$ cat config.mk
export PLATFORM = sky130hd
export DESIGN_NAME = umi_xbar_ingress
export DESIGN_NICKNAME = d
export VERILOG_FILES = /design/src/rtl/umi_xbar_ingress.sv
export SDC_FILE = /design/constraint.sdc
export NUM_CORES = 2
export LEC_CHECK = 0
export CAP_MARGIN = 10
export CORE_AREA = 5 5 532 534
export CTS_BUF_LIST = sky130_fd_sc_hd__clkbuf_16
export CTS_CLUSTER_SIZE = 16
export DETAILED_ROUTE_END_ITERATION = 10
export DIE_AREA = 0 0 537 539
export GPL_ROUTABILITY_DRIVEN = 0
export GPL_TIMING_DRIVEN = 0
export PLACE_DENSITY_LB_ADDON = 0.15
export SYNTH_ARGS = -nofsm -noshare
export SYNTH_HDL_FRONTEND = slang
export SYNTH_SLANG_ARGS = --single-unit
$ cat constraint.sdc
create_clock -name clk -period 24.2 [get_ports clk]
set_clock_uncertainty 0.1 [all_clocks]
set_input_delay 4.84 -clock clk [delete_from_list [all_inputs] [get_ports clk]]
set_output_delay 4.84 -clock clk [all_outputs]
set_load 0.05 [all_outputs]
$ cat src/rtl/umi_xbar_ingress.sv
// Per-port crossbar ingress: two-entry packet FIFO, destination decode, registered one-hot
// request and payload. Optional saturating drop counter under UMI_XBAR_INGRESS_ERRCNT_EN.
module umi_xbar_ingress #(
  parameter int N        = 4,
  parameter int CW       = 32,
  parameter int AW       = 64,
  parameter int DW       = 512,
  parameter int IDOFFSET = 40,
  parameter int IDW      = 16
) (
  input  logic          clk,
  input  logic          reset,
  input  logic          umi_in_valid,
  output logic          umi_in_ready,
  input  logic [CW-1:0] umi_in_cmd,
  input  logic [AW-1:0] umi_in_dstaddr,
  input  logic [AW-1:0] umi_in_srcaddr,
  input  logic [DW-1:0] umi_in_data,
  output logic [N-1:0]  umi_out_request,
  input  logic          umi_out_ready,
  output logic [CW-1:0] umi_out_cmd,
  output logic [AW-1:0] umi_out_dstaddr,
  output logic [AW-1:0] umi_out_srcaddr,
  output logic [DW-1:0] umi_out_data,
  output logic          drop_err
`ifdef UMI_XBAR_INGRESS_ERRCNT_EN
  ,
  output logic [15:0]   drop_count
`endif
);

  localparam logic [N-1:0] ONE_HOT_BASE = N'(1);

  // FIFO storage; the decoded destination and its bad flag travel with the packet
  logic [CW-1:0]  mem_cmd     [2];
  logic [AW-1:0]  mem_dstaddr [2];
  logic [AW-1:0]  mem_srcaddr [2];
  logic [DW-1:0]  mem_data    [2];
  logic [IDW-1:0] mem_dest    [2];
  logic           mem_bad     [2];

  logic [1:0] count_r;
  logic       rptr_r;
  logic       wptr_r;

  logic [IDW-1:0] dest_in_s;
  logic           bad_in_s;
  logic           push_s;
  logic           pop_s;
  logic           head_bad_s;
  logic [1:0]     count_nxt_s;
  logic           rptr_nxt_s;
  logic           wptr_nxt_s;
  logic           from_in_s;
  logic           nxt_valid_s;
  logic           nxt_bad_s;
  logic [IDW-1:0] nxt_dest_s;
  logic [CW-1:0]  nxt_cmd_s;
  logic [AW-1:0]  nxt_dstaddr_s;
  logic [AW-1:0]  nxt_srcaddr_s;
  logic [DW-1:0]  nxt_data_s;

  // Next-state of the FIFO and of the head entry the output registers will present
  always_comb begin
    dest_in_s  = umi_in_dstaddr[IDOFFSET +: IDW];
    bad_in_s   = (dest_in_s >= IDW'(N));
    push_s     = umi_in_valid & umi_in_ready;
    head_bad_s = (count_r != 2'd0) & mem_bad[rptr_r];
    // A bad head leaves on its own; a good head leaves only on a grant of its request
    pop_s      = head_bad_s | (umi_out_ready & (|umi_out_request));
    rptr_nxt_s = rptr_r ^ pop_s;
    wptr_nxt_s = wptr_r ^ push_s;
    case ({push_s, pop_s})
      2'b10:   count_nxt_s = count_r + 2'd1;
      2'b01:   count_nxt_s = count_r - 2'd1;
      default: count_nxt_s = count_r;
    endcase
    nxt_valid_s = (count_nxt_s != 2'd0);
    // The incoming packet becomes the head when it lands in the slot the read pointer moves to
    from_in_s = push_s & (wptr_r == rptr_nxt_s);
    if (from_in_s) begin
      nxt_dest_s    = dest_in_s;
      nxt_bad_s     = bad_in_s;
      nxt_cmd_s     = umi_in_cmd;
      nxt_dstaddr_s = umi_in_dstaddr;
      nxt_srcaddr_s = umi_in_srcaddr;
      nxt_data_s    = umi_in_data;
    end else begin
      nxt_dest_s    = mem_dest[rptr_nxt_s];
      nxt_bad_s     = mem_bad[rptr_nxt_s];
      nxt_cmd_s     = mem_cmd[rptr_nxt_s];
      nxt_dstaddr_s = mem_dstaddr[rptr_nxt_s];
      nxt_srcaddr_s = mem_srcaddr[rptr_nxt_s];
      nxt_data_s    = mem_data[rptr_nxt_s];
    end
  end

  // Packet storage write port
  always_ff @(posedge clk) begin
    if (push_s) begin
      mem_cmd[wptr_r]     <= umi_in_cmd;
      mem_dstaddr[wptr_r] <= umi_in_dstaddr;
      mem_srcaddr[wptr_r] <= umi_in_srcaddr;
      mem_data[wptr_r]    <= umi_in_data;
      mem_dest[wptr_r]    <= dest_in_s;
      mem_bad[wptr_r]     <= bad_in_s;
    end
  end

  // FIFO control state and registered outputs
  always_ff @(posedge clk) begin
    if (reset) begin
      count_r         <= 2'd0;
      rptr_r          <= 1'b0;
      wptr_r          <= 1'b0;
      umi_in_ready    <= 1'b0;
      umi_out_request <= '0;
      drop_err        <= 1'b0;
      umi_out_cmd     <= '0;
      umi_out_dstaddr <= '0;
      umi_out_srcaddr <= '0;
      umi_out_data    <= '0;
    end else begin
      count_r         <= count_nxt_s;
      rptr_r          <= rptr_nxt_s;
      wptr_r          <= wptr_nxt_s;
      umi_in_ready    <= (count_nxt_s != 2'd2);
      umi_out_request <= (nxt_valid_s & ~nxt_bad_s) ? (ONE_HOT_BASE << nxt_dest_s) : '0;
      drop_err        <= nxt_valid_s & nxt_bad_s;
      if (nxt_valid_s) begin
        umi_out_cmd     <= nxt_cmd_s;
        umi_out_dstaddr <= nxt_dstaddr_s;
        umi_out_srcaddr <= nxt_srcaddr_s;
        umi_out_data    <= nxt_data_s;
      end else begin
        umi_out_cmd     <= umi_out_cmd;
        umi_out_dstaddr <= umi_out_dstaddr;
        umi_out_srcaddr <= umi_out_srcaddr;
        umi_out_data    <= umi_out_data;
      end
    end
  end

`ifdef UMI_XBAR_INGRESS_ERRCNT_EN
  // Saturating count of discarded packets
  always_ff @(posedge clk) begin
    if (reset) begin
      drop_count <= 16'd0;
    end else if (drop_err && (drop_count != 16'hFFFF)) begin
      drop_count <= drop_count + 16'd1;
    end else begin
      drop_count <= drop_count;
    end
  end
`endif

endmodule

# Word-level counts from Yosys, hierarchy flattened
# Memories as Yosys holds them, arrays and structs flattened. A register that Yosys moved wholly into a read port is not among the register bits.
# Cells that the tools add are included.
[word_totals]
ff_bits = 10
in_bits = 676
mem_count = 6
ram_bits = 1378
[mem_list]
columns = ["name", "words", "word_bits", "read_ports", "rd_clocked_by_memory_dff", "write_ports", "line_no", "rtl"]
rows = [
  ["mem_data", 2, 512, 1, 1, 1, "38", "logic [DW-1:0] mem_data [2];"],
  ["mem_dstaddr", 2, 64, 1, 1, 1, "36", "logic [AW-1:0] mem_dstaddr [2];"],
  ["mem_srcaddr", 2, 64, 1, 1, 1, "37", "logic [AW-1:0] mem_srcaddr [2];"],
  ["mem_cmd", 2, 32, 1, 1, 1, "35", "logic [CW-1:0] mem_cmd [2];"],
  ["mem_dest", 2, 16, 1, 0, 1, "39", "logic [IDW-1:0] mem_dest [2];"],
  ["mem_bad", 2, 1, 2, 1, 1, "40", "logic mem_bad [2];"],
]
[classes]
add_sub_neg = 2
n_eq_ne = 4
reduce_logical = 4
bitwise_logic = 11
magnitude_cmp = 1
shifts = 1
muxes = 6
[op_table]
columns = ["operator", "n"]
rows = [
  ["$ge 16x3->1 const B", 1],
  ["$mux 16", 1],
  ["$shl 1x16->4 const A", 1],
  ["$and 1x1->1", 6],
  ["$mux 1", 4],
  ["$pmux 2 s2", 1],
  ["$reduce_bool 2->1", 2],
  ["$reduce_or 4->1", 1],
  ["$add 2x1->2 const B", 1],
  ["$eq 2x1->1 const B", 1],
  ["$eq 2x2->1 const B", 1],
  ["$ne 2x2->1 const B", 1],
  ["$not 1->1", 2],
  ["$reduce_or 2->1", 1],
  ["$sub 2x1->2 const B", 1],
  ["$xor 1x1->1", 2],
  ["$eq 1x1->1", 1],
  ["$or 1x1->1", 1],
]

# Longest topological paths before layout
[logic_depth]
depth_word = 11
ltp_mapped = 12
depth_no_buf = 9

# Least setup slack after synthesis
# Ideal clock, no wire load.
[synth_timing]
path_type = "input to register"
startpoint = "in umi_in_valid"
endpoint = "mem mem_bad[0], enable pin"
t_arrival_ns = 20.344
n_path_buf = 0
setup_time_ns = 1.133
path_slack_ns = 2.623
cell_stages = 3
cell_sequence = "nand2_1 > inv_1 > ha_1"
[synth_between]
elab_chain_cells = 3
[synth_rtl]
columns = ["element", "line_no", "rtl"]
rows = [
  ["start, declared", "13", "input logic umi_in_valid,"],
  ["$and 1x1->1", "67", "push_s = umi_in_valid & umi_in_ready;"],
  ["$mux 1", "100", "if (push_s) begin"],
  ["$mux 1 (implied by the code)", "106", "mem_bad[wptr_r] <= bad_in_s;"],
  ["end, declared", "40", ""],
]
# No other way between the ends.

# Worst setup path after layout
[layout_timing]
startpoint = "in umi_out_ready"
endpoint = "reg umi_out_data[500] (read register of mem_data)"
[layout_between]
elab_chain_cells = 5
word_cells_on_any_way = 7
cone_classes = "eq/ne: 2; mux: 1; bitwise: 3; reduce/logical: 1"
[layout_rtl]
columns = ["element", "line_no", "rtl"]
rows = [
  ["start, declared", "20", "input logic umi_out_ready,"],
  ["$and 1x1->1 *", "70", "pop_s = head_bad_s | (umi_out_ready & (|umi_out_request));"],
  ["$or 1x1->1 *", "70", ""],
  ["$eq 2x1->1 or $eq 2x2->1 (tied branches)", "73", "case ({push_s, pop_s})"],
  ["$pmux 2 s2", "73", ""],
  ["$reduce_bool 2->1", "78", "nxt_valid_s = (count_nxt_s != 2'd0);"],
  ["end, declared", "24", "output logic [DW-1:0] umi_out_data,"],
]
# Mark *: on every way between the ends. The rest lies on a longest branch, timed or not.
# A chain may end at the register's enable or synchronous reset.

==> out/results.txt <==
status -> finished clean
layout cells sized above 1 -> 0.169
Multi-input gate area -> 20600 um2
register area share after synthesis -> 0.709
Place WS -> 13.88 ns
antenna violations before repair -> 156
CP Cell Sequence -> clkdlybuf4s50_1 -> o41a_1 -> a21o_1 -> ha_1 -> nand2b_1 -> o22ai_1 -> nand2b_1 -> clkbuf_1 -> buf_2 -> clkbuf_1 -> clkbuf_1 -> o21ai_1
Synth Area in XOR/XNOR -> 0.000230
global-route wire length before repair -> 389 mm
met2 WL -> 140 mm
Detail Route Antenna Nets -> 0
Synth Register Bits -> 2028
leading post-synthesis cells by cell area -> edfxtp_1, dfxtp_1, mux2_2, mux2i_1, o21ai_1
maxcap violations -> 0
Total Routed Length -> 283 mm
critical path arrival -> 9.74 ns
GRT Total Usage -> 0.188
hold slack -> 0.344 ns
crit path max fanout -> 10
via count -> 47700
mux cell area share after synthesis -> 0.188
Chip Height -> 539 um
top_reg_cell synth -> edfxtp_1
CTS Buf Count -> 228
Worst Hold Path EP -> umi_out_data[463]
LEAKAGE -> 38.5 nW
Syn Nets -> 5756
most numerous cell on the critical path -> clkbuf_1
fillers -> 26841
num rows -> 194
drt via density -> 4.47
Mapped Avg Cell Area -> 15.0 um2
Synth Area in Adders -> 0.000492
post-CTS setup buffer count -> 0
CTS sink cnt -> 2028
most frequent cell after synthesis -> edfxtp_1
Int Power -> 8.17 mW
worst-case reg-to-reg path depth -> 11
top layer in use -> met5
complex-gate fraction of the synthesized area -> 0.0451
critical path class -> in -> reg
NumNets Final -> 7373
clock latency on the worst-skew pair -> 0.89 ns
Final Non-Filler Cells -> 10665
dominant cell type by area after synthesis -> edfxtp_1
# hold bufs at CTS -> 0
EDFF count, synth -> 1346
final setup fails -> 0
register area -> 54100 um2
Post-synth top cells -> edfxtp_1, dfxtp_1, mux2_2
Largest stage delay, worst path -> 0.73 ns
port bufs -> 1353
Flop pwr share -> 0.343
fin crit share -> 0.376
post-CTS resize count -> 0
Area growth syn-to-layout -> 34.4%
hold path start -> umi_out_data[463]
final hold vios -> 0
total grt overflow -> 0
Yosys cell types -> 36
worst reg2reg startpoint -> umi_out_request[0]
die area -> 289000 um2
Slew Limit Fails -> 0
Tot Pwr -> 13.4 mW
post-synthesis cell count -> 5077
Root Buffer Master -> clkbuf_16
Placed Instances -> 10188
Die Wd -> 537 um
largest net degree at the start of global routing -> 52
RSZ-0062 raised after global routing -> false
Post-DP HPWL -> 212 mm
Cells on Worst Hold Path -> 2
Post-Route M1 WL -> 106 mm
CTS tree -> built
Gate power share -> 0.414
switching fraction of total power -> 0.389
Power Density -> 131 nW/um2
Clock Pin Slew Worst Setup and Hold Paths -> 0.06 ns
DR pass1 iterations -> 5
DRC errors left -> 0
share of the synthesized area in the top cell type -> 0.530
reg-to-reg slack, setup -> 19.06 ns
CTS Buffer Depth -> 4
main combinational cell family by area after synthesis -> multiplexers
worst slew pin tran -> 1.19 ns
CP endpoint kind -> flip-flop
Top-Level Pins -> 1354
clock share of power -> 0.243
met3 WL -> 30.1 mm
Synth async-reset ratio -> 0
Syn. warnings -> 0
slack of the critical path -> 15.09 ns
Core ar. -> 278000 um2
crit start category -> primary input
post-synthesis instance area -> 76200 um2
peak supply drop -> 0.0000690 V
vias in the first global route -> 49135
Setup TNS -> 0 ns
DRT iter0 DRCs -> 2497
Post-Synth Simple-Gate Area -> 0.0360
required time of the critical path -> 24.83 ns
RR Endpoint -> umi_out_data[500]
NetSw -> 5.21 mW
Starting Density -> 0.274
relative slew slack -> 0.206
Max stage delay cell, worst path -> clkbuf_1
min cycle time layout -> 9.11 ns
fmax -> 110 MHz
H-tree levels -> 4
HP Class -> reg -> reg
wire per inst -> 26.5 um
power by group through the flow:
stage,logic [mW],registers (mW),clock network (mW)
after global placement,5.59,5.06,0
after detailed placement,5.65,4.67,0
after CTS,5.67,4.60,3.37
final,5.53,4.59,3.26
after floorplan,2.36,6.01,0
after global routing,5.91,4.65,3.51
worst max-delay path by stage:
stage                              endpoint     startpoint  slack (ns)  depth (start not counted)
final                     umi_out_data[500]  umi_out_ready       15.09                         12
after global routing       umi_out_data[24]  umi_out_ready       14.79                         12
after CTS                  umi_out_data[14]  umi_out_ready       14.84                         12
after detailed placement   umi_out_data[21]  umi_out_ready       13.88                         12
after global placement       mem_cmd[0][16]   umi_in_valid      -12.63                          4
after floorplan                  mem_bad[0]   umi_in_valid        2.62                          3
cell families (layout without fill, tap and decap cells):
logic type,count (synthesis),after routing
other,0,49
adders and majority gates,3,3
DFF,2028,2028
and+or+nand+nor,709,709
xor gates and xnor gates,2,2
AOI/OAI and AO/OA,682,682
muxes,1348,1348
buffers and inverters,305,2120
state kept, by name, summed over array words and instances (netlist names), 4 cells and up:
register,cells
mem_cmd,64
mem_data,1024
mem_dest,30
mem_dstaddr,98
mem_srcaddr,128
umi_out_cmd,32
umi_out_data,512
umi_out_dstaddr,64
umi_out_request,4
umi_out_srcaddr,64
placed cells by master, fill, tap and decap left out, drive strengths merged, types with 8 or more instances in the layout:
| cell type | n |
|---|---|
| inv | 96 |
| dfxtp | 682 |
| edfxtp | 1346 |
| o21ai | 672 |
| mux2i | 673 |
| mux2 | 675 |
| nor4 | 8 |
| clkinv | 94 |
| buf | 187 |
| clkdlybuf4s50 | 1353 |
| nand2 | 672 |
| clkbuf | 380 |
| diode | 49 |
layer usage:
| layer | up-vias | GRT usage |
|---|---|---|
| li1 | 22131 | - |
| met1 | 23565 | 0.207 |
| met2 | 1423 | 0.328 |
| met3 | 483 | 0.0878 |
| met4 | 98 | 0.0433 |
| met5 | - | 0 |
per-stage QoR:
step	util	instance area (um2)
after floorplan	-	76200
after global placement	0.340	94400
after detailed placement	0.343	95400
after CTS	0.368	102000
after global routing	0.368	102000
final	0.369	102000
worst max-delay path: cells and delay by family:
kind	cells	cell delay, ns
AOI/OAI and AO/OA	4	1.12
adders and majority gates	1	0.27
buffers and inverters	5	3.14
and+or+nand+nor	2	0.33
cell type report:
cell class,instances,share of cell area
Sequential cell,2028,0.528
Multi-Input combinational cell,2744,0.201
Timing Repair Buffer,1387,0.141
Clock buffer,233,0.0569
Tap cell,3724,0.0455
Buffer,300,0.0153
Clock inverter,195,0.0111
Antenna cell,49,0.00120
Inverter,5,0.000183
Power figures use the tool's default switching activity.
